===== config.mk =====
export PLATFORM = sky130hd
export DESIGN_NAME = issue_select
export DESIGN_NICKNAME = d
export VERILOG_FILES = /design/src/rtl/issue_select.sv
export SDC_FILE = /design/constraint.sdc
export NUM_CORES = 1
export LEC_CHECK = 0
export ABC_AREA = 1
export CORE_MARGIN = 1
export CORE_UTILIZATION = 40
export CTS_BUF_LIST = sky130_fd_sc_hd__clkbuf_8
export DETAILED_ROUTE_END_ITERATION = 7
export GPL_ROUTABILITY_DRIVEN = 1
export PLACE_DENSITY = 0.79
export RECOVER_POWER = 100
export SYNTH_ARGS = -nofsm -noshare
export SYNTH_HDL_FRONTEND = slang
export SYNTH_SLANG_ARGS = --single-unit

===== constraint.sdc =====
create_clock -name clock -period 7.5 [get_ports clock]
set_input_delay 0.75 -clock clock [delete_from_list [all_inputs] [get_ports clock]]
set_output_delay 0.75 -clock clock [all_outputs]
set_load 0.01 [all_outputs]

===== src/rtl/issue_select.sv =====
// Issue select: rotating-priority pick of up to ISSUE_WIDTH ready RS entries
// into the issue/execute register, with stall hold and branch squash/resolve.
package issue_pkg;
  localparam int B_MASK = 4;

  typedef struct packed {
    logic [15:0]       tag;
    logic              Source1_ready;
    logic              Source2_ready;
    logic [B_MASK-1:0] b_mask;
  } RS_PACKET;
endpackage

module issue_select
  import issue_pkg::*;
#(
  parameter int RS_SZ       = 8,
  parameter int ISSUE_WIDTH = 2,
  parameter int PTR_W       = $clog2(RS_SZ)
) (
  input  logic                       clock,
  input  logic                       reset,
  input  RS_PACKET [RS_SZ-1:0]       RS_data,
  input  logic [RS_SZ-1:0]           rs_valid,
  input  logic                       ex_stall,
  input  logic [B_MASK-1:0]          b_mm_resolve,
  input  logic                       b_mm_mispred,
  output logic [RS_SZ-1:0]           rs_data_issuing,
  output RS_PACKET [ISSUE_WIDTH-1:0] issue_packets,
  output logic [ISSUE_WIDTH-1:0]     issue_valid
);

  localparam int CNT_W = $clog2(ISSUE_WIDTH + 1);

  logic [PTR_W-1:0]       r_ptr;
  logic [RS_SZ-1:0]       w_ready;
  logic [RS_SZ-1:0]       w_grant;
  logic [PTR_W-1:0]       w_sel_idx [ISSUE_WIDTH];
  logic [ISSUE_WIDTH-1:0] w_sel_v;
  logic [PTR_W-1:0]       w_last;
  logic [PTR_W-1:0]       w_nptr;

  RS_PACKET [ISSUE_WIDTH-1:0] w_hold_pkt;
  RS_PACKET [ISSUE_WIDTH-1:0] w_new_pkt;
  logic [ISSUE_WIDTH-1:0]     w_hold_v;

  always_comb begin
    for (int i = 0; i < RS_SZ; i++) begin
      w_ready[i] = rs_valid[i]
                 & RS_data[i].Source1_ready
                 & RS_data[i].Source2_ready
                 & ~(b_mm_mispred
                     & |(RS_data[i].b_mask & b_mm_resolve));
    end
  end

  // Walk from r_ptr with wrap; the n-th ready entry lands in slot n.
  always_comb begin
    logic [PTR_W:0]   sum;
    logic [PTR_W-1:0] idx;
    logic [CNT_W-1:0] cnt;
    w_grant = '0;
    w_sel_v = '0;
    w_last  = '0;
    cnt     = '0;
    sum     = '0;
    idx     = '0;
    for (int k = 0; k < ISSUE_WIDTH; k++) begin
      w_sel_idx[k] = '0;
    end
    for (int j = 0; j < RS_SZ; j++) begin
      sum = {1'b0, r_ptr} + (PTR_W+1)'(j);
      if (sum >= (PTR_W+1)'(RS_SZ)) begin
        sum = sum - (PTR_W+1)'(RS_SZ);
      end
      idx = sum[PTR_W-1:0];
      if (w_ready[idx] && (cnt < CNT_W'(ISSUE_WIDTH))) begin
        w_grant[idx] = 1'b1;
        for (int k = 0; k < ISSUE_WIDTH; k++) begin
          if (cnt == CNT_W'(k)) begin
            w_sel_idx[k] = idx;
            w_sel_v[k]   = 1'b1;
          end
        end
        w_last = idx;
        cnt    = cnt + CNT_W'(1);
      end
    end
  end

  always_comb begin
    if (w_last == PTR_W'(RS_SZ - 1)) begin
      w_nptr = '0;
    end else begin
      w_nptr = w_last + PTR_W'(1);
    end
  end

  assign rs_data_issuing = (reset && !ex_stall) ? w_grant : '0;

  always_comb begin
    for (int k = 0; k < ISSUE_WIDTH; k++) begin
      w_hold_pkt[k] = issue_packets[k];
      w_hold_v[k]   = issue_valid[k];
      if (b_mm_mispred) begin
        if (|(issue_packets[k].b_mask & b_mm_resolve)) begin
          w_hold_v[k] = 1'b0;
        end
      end else begin
        w_hold_pkt[k].b_mask = issue_packets[k].b_mask & ~b_mm_resolve;
      end
      w_new_pkt[k] = w_sel_v[k] ? RS_data[w_sel_idx[k]] : '0;
      if (!b_mm_mispred) begin
        w_new_pkt[k].b_mask = w_new_pkt[k].b_mask & ~b_mm_resolve;
      end
    end
  end

  always_ff @(posedge clock or negedge reset) begin
    if (!reset) begin
      issue_packets <= '0;
      issue_valid   <= '0;
      r_ptr         <= '0;
    end else if (ex_stall) begin
      issue_packets <= w_hold_pkt;
      issue_valid   <= w_hold_v;
    end else begin
      issue_packets <= w_new_pkt;
      issue_valid   <= w_sel_v;
      if (|w_sel_v) begin
        r_ptr <= w_nptr;
      end
    end
  end

endmodule


==> metrics.cfg <==
[synth]
synth_fa_ha_area_share_pct=3.09
synth_top_cell_by_area=nand2_1
synthXorXnorAreaFrac_pct=0
syn-num-nets=1675
yosys.area_share.simple_pct=54.6
synth-edff-count=0
netlist_top_cells_count=nand2_1 (484), nand3_1 (305), inv_1 (132)
synthFlopType=dfrtp_1
synth.mux.area_fraction_pct=0
synth_top_area_share_pct=21.3
yosys-top-cells-area=nand2_1 (21%), nand3_1 (18%), dfrtp_1 (14%)
syn_inst=1462
synth_compound_area_share_pct=14.0
synth.most_common_cell=nand2_1
ys_warn_count=0
ys_types=44
post_synth.cell_area_avg_um2=5.82
synth_area_um2=8510
synth_top_family_by_area=simple AND/OR/NAND/NOR gates
seq_area_frac_synth_pct=14.4
async_flop_share_pct=100
ys_seq_elements=49

[timing]
period_share_pct=94.9
worstMarginPinSlew_ns=2.96
finalSetupViolations=0
fmax_ghz=0.141
finalClockSkew_ns=0.0307
period_minus_slack_ns=7.12
slew_viol_final=49
slew_headroom_pct=-97.3
hold_viol_final=0
worst_slack_ns=0.384
tns_ns=0

[cells_and_area]
layout.cells.non_filler=1927
syn2layout_area_growth_pct=31.9
nFillCells=2177
antenna_cells=0
fin_util_pct=53.6
drive_gt1_share_pct=7.51
final_nets=1864

[global_route]
antenna_found_initial=0
gr-total-overflow=0
grt_pass1_wl_mm=56.6
grt_max_degree=89
grt_pass1_vias=10400
grt_usage_pct=33.0

[status]
violations=max-capacitance violations, max-slew violations
outcome=finished, violations left

[job]
max_cap_viol_count=1

[floorplanning]
rows=53
die_area_um2=21900
fp.dieH_um=148
core_um2=21000
start_util_pct=40.6
pin_count=246
dieWidth_um=148

[setup_path]
cp-end-kind=output pin
cpMaxStageDelayCell=clkdlybuf4s50_1
path_class=in -> out
slowest_delay_ns=0.62
critPathLaunchType=input pin
crit_top_cell=nand2_1
ff2ff_path_depth=40
crit_path_max_fanout=14
cp.required_ns=6.75
cp.arrival_ns=6.37

[clocking]
worstSkewPairLatency_ns=0.34
cts_buffer_depth=2
hold_buffers=0
clock_sinks=49
cts_root_buf=clkbuf_8
cts_buffers=5
clkTransAtPathRegs_ns=0.11
cts_tree=built
htree_levels=2

[place]
dp_hpwl_mm=27.1
port_buffers=245
gp_congestion=0.975
dp_slack_ns=0.195
dp_cells=1918

[route]
vias_per_cell=5.76
wl_per_cell_um=19.1
drt_first_pass_iters=6
vias=11100
drtIter0Drc=1069
drt_wl_total_mm=36.8
drc=0
ant_nets=0

[min_path]
min_path_type=in -> async

cell families after synthesis:
group,count (synthesis)
AO/OA/AOI/OAI,171
buffers and inverters,252
flip-flops,49
AND/OR/NAND/NOR,969
adder cells (fa/ha/maj),21
state kept, by name (all words and copies together), names as in the netlist:
signal and flops:
issue_packets 44, r_ptr 3, issue_valid 2
layer usage:
layer	share of wire, %	global-route usage (%)
met5	0	0
met4	4.8	15.8
met3	11	5.40
met2	45	54.1
met1	40	41.9
critical path, delay by kind of cell:
family | cells | cell delay (ns)
AOI/OAI and AO/OA | 4 | 0.55
adders and majority gates | 4 | 1.18
buffers and inverters | 10 | 2.14
and+or+nand+nor | 16 | 1.72
cell type report:
cell class	count	area [µm²]	area share, %
clock inverters	2	13.8	0.123
flip-flops and latches	49	1230	10.9
well taps	275	344	3.06
repair buffers	284	2840	25.3
multi-input cells	1161	6150	54.8
clock buffers	6	82.6	0.735
inverters	150	571	5.08
worst paths after layout:
check | start | end | slack (ns)
setup / recovery | RS_data[157] | rs_data_issuing[0] | 0.38
hold / removal | reset | issue_packets[6] | 0.31
setup reg to reg | r_ptr[0] | issue_packets[27] | 0.73
hold reg to reg | issue_packets[17] | issue_packets[17] | 0.48
max in group asynchronous | reset | r_ptr[0] | 3.98
min in group clock | issue_packets[17] | issue_packets[17] | 0.48
per-stage QoR:
step / hold WS [ns] / area, µm²
3_5_place_dp: 0.466 / 11100
3_3_place_gp: 0.461 / 11100
6_report: 0.311 / 11200
5_1_grt: 0.309 / 11200
2_1_floorplan: 0.454 / 8510
4_1_cts: 0.226 / 11200
cells in the final DEF, fill, tap and decap left out, drive strengths merged, types with 21 or more instances in the layout:
| cell | count |
|---|---|
| nor3 | 21 |
| o211ai | 82 |
| nand3b | 68 |
| ha | 21 |
| nand2 | 509 |
| nor2 | 37 |
| buf | 39 |
| inv | 147 |
| clkdlybuf4s50 | 192 |
| nand3 | 317 |
| dlygate4sd3 | 46 |
| dfrtp | 49 |
| o21ai | 44 |
timing repair:
action | CTS | global route
gates resized for setup | 0 | 10
setup buffers | 0 | 1
setup endpoints to repair | 0 | 17
Power is left out: the tool's default activity adds up to more than one toggle a clock period on the data nets, which glitch-free logic cannot reach.
